==> src/rtl/instruction_loader.sv <==
// Loads instruction memory from a framed byte stream: SYNC, 2-byte start address, 2-byte word count, then
// 3 big-endian bytes per word. The CPU is held in reset while a frame is in progress.
module instruction_loader #(
   parameter int unsigned ADDR_W    = 12,
   parameter int unsigned DATA_W    = 19,
   parameter logic [7:0]  SYNC_BYTE = 8'hA5
) (
   input  logic              clk,
   input  logic              rst,
   input  logic [7:0]        in_data,
   input  logic              in_valid,
   output logic              in_ready,
   output logic              mem_we,
   output logic [ADDR_W-1:0] mem_addr,
   output logic [DATA_W-1:0] mem_wdata,
   output logic              busy,
   output logic              cpu_hold,
   output logic              done,
   output logic              load_err
);

   localparam int unsigned CNT_W     = ADDR_W + 1;
   localparam int unsigned D0_W      = DATA_W - 16;
   localparam logic [16:0] MAX_WORDS = 17'd1 << ADDR_W;

   typedef enum logic [2:0] {
      S_SYNC,
      S_ADDR_HI,
      S_ADDR_LO,
      S_CNT_HI,
      S_CNT_LO,
      S_D0,
      S_D1,
      S_D2
   } state_e;

   // Error is a separate one-cycle state so in_ready can be derived directly from the state register.
   state_e              state_q,     state_d;
   logic                err_q,       err_d;
   logic [ADDR_W-1:0]   addr_q,      addr_d;
   logic [7:0]          cnt_hi_q,    cnt_hi_d;
   logic [CNT_W-1:0]    cnt_q,       cnt_d;
   logic [D0_W-1:0]     d0_q,        d0_d;
   logic [7:0]          d1_q,        d1_d;
   logic                mem_we_q,    mem_we_d;
   logic [ADDR_W-1:0]   mem_addr_q,  mem_addr_d;
   logic [DATA_W-1:0]   mem_wdata_q, mem_wdata_d;
   logic                busy_q,      busy_d;
   logic                done_q,      done_d;
   logic                load_err_q,  load_err_d;

   logic                accept;
   logic                go_err;
   logic [15:0]         hdr16;

   assign in_ready = ~err_q;
   assign accept   = in_valid & ~err_q;

   always_comb begin
      // NOTE: every variable gets a default before the case, so no path can leave one unassigned and infer a latch.
      state_d     = state_q;
      err_d       = 1'b0;
      addr_d      = addr_q;
      cnt_hi_d    = cnt_hi_q;
      cnt_d       = cnt_q;
      d0_d        = d0_q;
      d1_d        = d1_q;
      mem_we_d    = 1'b0;
      mem_addr_d  = mem_addr_q;
      mem_wdata_d = mem_wdata_q;
      busy_d      = busy_q & ~done_q;
      done_d      = 1'b0;
      load_err_d  = load_err_q;
      go_err      = 1'b0;
      hdr16       = 16'h0000;

      if (accept) begin
         unique case (state_q)
            S_SYNC: begin
               if (in_data == SYNC_BYTE) begin
                  state_d    = S_ADDR_HI;
                  busy_d     = 1'b1;
                  load_err_d = 1'b0;
               end
            end
            S_ADDR_HI: begin
               hdr16 = {in_data, 8'h00};
               if ((hdr16 >> ADDR_W) != 16'h0000) begin
                  go_err = 1'b1;
               end else begin
                  addr_d  = hdr16[ADDR_W-1:0];
                  state_d = S_ADDR_LO;
               end
            end
            S_ADDR_LO: begin
               addr_d  = addr_q | ADDR_W'(in_data);
               state_d = S_CNT_HI;
            end
            S_CNT_HI: begin
               cnt_hi_d = in_data;
               state_d  = S_CNT_LO;
            end
            S_CNT_LO: begin
               hdr16 = {cnt_hi_q, in_data};
               if (hdr16 == 16'h0000) begin
                  state_d = S_SYNC;
                  done_d  = 1'b1;
               end else if ({1'b0, hdr16} > MAX_WORDS) begin
                  go_err = 1'b1;
               end else begin
                  cnt_d   = hdr16[CNT_W-1:0];
                  state_d = S_D0;
               end
            end
            S_D0: begin
               d0_d    = in_data[D0_W-1:0];
               state_d = S_D1;
            end
            S_D1: begin
               d1_d    = in_data;
               state_d = S_D2;
            end
            S_D2: begin
               mem_we_d    = 1'b1;
               mem_addr_d  = addr_q;
               mem_wdata_d = {d0_q, d1_q, in_data};
               addr_d      = addr_q + ADDR_W'(1);
               cnt_d       = cnt_q - CNT_W'(1);
               if (cnt_q == CNT_W'(1)) begin
                  state_d = S_SYNC;
                  done_d  = 1'b1;
               end else begin
                  state_d = S_D0;
               end
            end
            default: state_d = S_SYNC;
         endcase
      end

      if (go_err) begin
         state_d    = S_SYNC;
         err_d      = 1'b1;
         busy_d     = 1'b0;
         load_err_d = 1'b1;
      end
   end

   // NOTE: state registers use non-blocking assignments so every register samples pre-edge values.
   always_ff @(posedge clk or negedge rst) begin
      if (!rst) begin
         state_q     <= S_SYNC;
         err_q       <= 1'b0;
         addr_q      <= '0;
         cnt_hi_q    <= '0;
         cnt_q       <= '0;
         d0_q        <= '0;
         d1_q        <= '0;
         mem_we_q    <= 1'b0;
         mem_addr_q  <= '0;
         mem_wdata_q <= '0;
         busy_q      <= 1'b0;
         done_q      <= 1'b0;
         load_err_q  <= 1'b0;
      end else begin
         state_q     <= state_d;
         err_q       <= err_d;
         addr_q      <= addr_d;
         cnt_hi_q    <= cnt_hi_d;
         cnt_q       <= cnt_d;
         d0_q        <= d0_d;
         d1_q        <= d1_d;
         mem_we_q    <= mem_we_d;
         mem_addr_q  <= mem_addr_d;
         mem_wdata_q <= mem_wdata_d;
         busy_q      <= busy_d;
         done_q      <= done_d;
         load_err_q  <= load_err_d;
      end
   end

   assign mem_we    = mem_we_q;
   assign mem_addr  = mem_addr_q;
   assign mem_wdata = mem_wdata_q;
   assign busy      = busy_q;
   assign cpu_hold  = busy_q;
   assign done      = done_q;
   assign load_err  = load_err_q;

endmodule
==> config.mk <==
export PLATFORM = sky130hd
export DESIGN_NAME = instruction_loader
export DESIGN_NICKNAME = d
export VERILOG_FILES = /design/src/rtl/instruction_loader.sv
export SDC_FILE = /design/constraint.sdc
export NUM_CORES = 1
export LEC_CHECK = 0
export BUFFER_PORTS_ARGS = -buffer_cell sky130_fd_sc_hd__buf_4
export CORE_ASPECT_RATIO = 1.4
export CORE_UTILIZATION = 42
export CTS_CLUSTER_SIZE = 12
export DETAILED_ROUTE_END_ITERATION = 8
export PLACE_DENSITY_LB_ADDON = 0.05
export SETUP_SLACK_MARGIN = 0.02
export SLEW_MARGIN = 20
export SYNTH_ARGS = -nofsm -noshare
export SYNTH_HDL_FRONTEND = slang
export SYNTH_SLANG_ARGS = --single-unit
==> constraint.sdc <==
create_clock -name clk -period 4.4 [get_ports clk]
set_input_delay 0.88 -clock clk [delete_from_list [all_inputs] [get_ports clk]]
set_output_delay 0.88 -clock clk [all_outputs]
set_load 0.005 [all_outputs]
==> impl_metrics.tcl <==
set metrics [dict create \
    hold_class "reg -> reg" \
    pwr_density_cell_nw_per_um2 705 \
    worst_slew_pin_slew_ns 0.764 \
    crit_fanout 13 \
    maxCapViolCount 0 \
    flow.area_growth_from_synthesis_pct 17.2 \
    required_time_of_the_critical_path_ns 4.61 \
    worst_r2r_startpoint "cnt_hi_q[3]" \
    postSynthRegisterBits 83 \
    post_drt_wl_per_cell_um 18.3 \
    cts-root-to-sink-buffers 2 \
    setup_viol 0 \
    dr.pass1.iters 7 \
    fill_cells 870 \
    finalClockSkew_ns 0.00829 \
    synth_area_per_cell_um2 10.6 \
    max_slew_violation_total_from_the_final_report 0 \
    h-tree-depth 3 \
    fmax_ghz 0.336 \
    die_h_um 118 \
    timing.critical_path.cells "buf_4 > or4_4 > or4_4 > a41oi_2 > or2b_4 > o21ai_0" \
    floorplan.rows 42 \
    cp_data_arrival_time_ns 3.18 \
    synthDistinctLibCells 51 \
    worst_path_max_delay_cell "sky130_fd_sc_hd__or4_4" \
    tritoncts "built" \
    path_common_cell "sky130_fd_sc_hd__or4_4" \
    initial_core_util_pct 43.0 \
    io_pins 48 \
    setup.worst_path.end_class "flip-flop" \
    path_clk_slew_ns 0.06 \
    final_routed_drc_violation_total 3 \
    gr-usage-all-layers_pct 20.9 \
    synth-async-reset-ratio_pct 100 \
    slew_headroom_pct 49.1 \
    routability_congestion_estimate 0.842 \
    drive_above_1_share_pct 31.5 \
    synth.yosys.seq_area_share_pct 51.3 \
    grt_remaining_overflow 0 \
    drtIter0Drc 226 \
    first_global_vias 3096 \
    cts_resized 0 \
    postRouteWirelength_mm 9.76 \
    clk_root_buffer_cell "sky130_fd_sc_hd__clkbuf_16" \
    timing.final.crit_share_pct 67.6 \
    clk-insertion-delay-late_ns 0.34 \
    cts_made_buffers 9 \
    synthFlopType "sky130_fd_sc_hd__dfrtp_1" \
    crit_path_start "in_data[6]" \
    cts.sink_count 83 \
    cts.hold.buffers_added 0 \
    hold_path.startpoint "load_err" \
    status "complete, but fails checks" \
    most-common-layout-cells "sky130_fd_sc_hd__dfrtp_1, sky130_fd_sc_hd__mux2_2, sky130_fd_sc_hd__buf_4" \
    critical_path_class "in -> reg" \
    synthesis.area_um2 4050 \
    cp-start-kind "input port" \
    tns_ns 0 \
    grt_antenna_before_repair 0 \
    number_of_flops_mapped_to_enable_cells_by_yosys 0 \
    synthesis.instances 381 \
    routed_via_density 5.84 \
    num_vias 3108 \
    antennaDiodeCount 0 \
    yosysWarningCount 0 \
    whs_ns 0.477 \
    largest_net_degree_at_the_start_of_global_routing 84 \
    irDropWorstVdd_uv 321 \
    syn-num-nets 395 \
    grt_first_pass_wirelength_mm 16.2 \
    nNetsFinal 431 \
    power.leakage_nw 2.05 \
    violated_checks "DRC" \
    total_power_mw 3.34 \
    layout.cells.most_common "sky130_fd_sc_hd__dfrtp_1" \
    grt_setup_unrepaired "no" \
    ant_nets 0 \
    core_area_um2 9410 \
    die_w_um 84.9 \
    period_minus_slack_ns 2.98 \
    floorplan.die_area_um2 10000 \
    numPortBuffers 47 \
    timing_hold_violations_final 0 \
    end_of_flow_core_utilization_pct 50.4 \
    cts_setup_buffers 0 \
    critical_path_s_largest_stage_delay_ns 0.58 \
    dpl.hpwl_mm 6.44 \
]
[worst paths after layout]
kind                                 end  slack (ns)  cells past startpoint
setup / recovery                cnt_q[3]        1.42                      6
setup reg to reg                cnt_q[3]        1.75                      5
hold reg to reg                 load_err        0.48                      1
hold / removal                  load_err        0.48                      1
min in group asynchronous  mem_wdata[14]        0.58                      1
max in group asynchronous      cnt_q[10]        3.29                      1
[cell type report]
class                           instances  area, um2  area share, %
Inverter                                8       30.0          0.633
Tap cell                              110        138           2.90
Clock buffer                           10        239           5.04
Clock inverter                          6       62.6           1.32
Sequential cell                        83       2080           43.8
Multi-Input combinational cell        266       1820           38.5
Timing Repair Buffer                   49        372           7.84
[worst max-delay path: cells and delay by family]
kind	cells	cell delay, ns
and+or+nand+nor	3	1.49
AOI/OAI and AO/OA	2	0.66
buffers and inverters	1	0.14
[logic make-up (layout without fill, tap and decap cells)]
group	count (synthesis)	in the layout	synth area share, %
fa+ha+maj	3	3	0.928
flops	83	83	51.3
compound gates	100	100	15.3
simple gates	114	114	15.2
xor+xnor	1	1	0.217
mux	48	48	13.4
buf+inv	32	73	3.62
[Yosys cell counts (3+ instances only)]
master	n	area [um2]
sky130_fd_sc_hd__clkbuf_1	19	71.3
sky130_fd_sc_hd__a21oi_1	21	105
sky130_fd_sc_hd__or3_1	6	37.5
sky130_fd_sc_hd__and3_1	6	37.5
sky130_fd_sc_hd__o21ai_1	4	20.0
sky130_fd_sc_hd__nand2b_1	4	25.0
sky130_fd_sc_hd__mux2_2	48	541
sky130_fd_sc_hd__or4_4	3	33.8
sky130_fd_sc_hd__nor2_1	22	82.6
sky130_fd_sc_hd__a22oi_1	3	22.5
sky130_fd_sc_hd__nor4_1	10	62.6
sky130_fd_sc_hd__dfrtp_1	83	2080
sky130_fd_sc_hd__nand2_1	23	86.3
sky130_fd_sc_hd__o21ai_2	8	70.1
sky130_fd_sc_hd__ha_1	3	37.5
sky130_fd_sc_hd__o21ai_0	42	210
sky130_fd_sc_hd__nand3_1	8	40.0
sky130_fd_sc_hd__or4_1	6	45.0
sky130_fd_sc_hd__nor3_1	14	70.1
sky130_fd_sc_hd__a31oi_1	4	25.0
sky130_fd_sc_hd__inv_1	8	30.0
[per-stage QoR]
step                      std cells  cell area, um2  setup WS [ns]
final                           532            4740           1.42
after global routing            532            4740           1.35
after CTS                       532            4740           1.44
after detailed placement        516            4430           1.07
after global placement          516            4430           1.08
after floorplan                 381            4050           1.60
[flip-flops by register name, summed over array words and instances, names as in the netlist]
signal     flops
mem_we         1
mem_addr      12
d0_q           3
mem_wdata     19
d1_q           8
state_q        3
busy           1
load_err       1
addr_q        12
cnt_hi_q       8
done           1
err_q          1
cnt_q         13
[power by group]
part / internal [mW] / switching [mW]
logic: 0.596 / 0.582
clock network: 0.455 / 0.307
registers: 1.11 / 0.295
total: 2.16 / 1.18
[metal layers]
| metal | share of wire (%) | GRT usage [%] |
|---|---|---|
| met1 | 45 | 27.7 |
| met2 | 49 | 33.6 |
| met3 | 4.3 | 4.00 |
| met4 | 2.1 | 8.58 |
| met5 | 0 | 0 |
(Power assumes the default switching activity.)
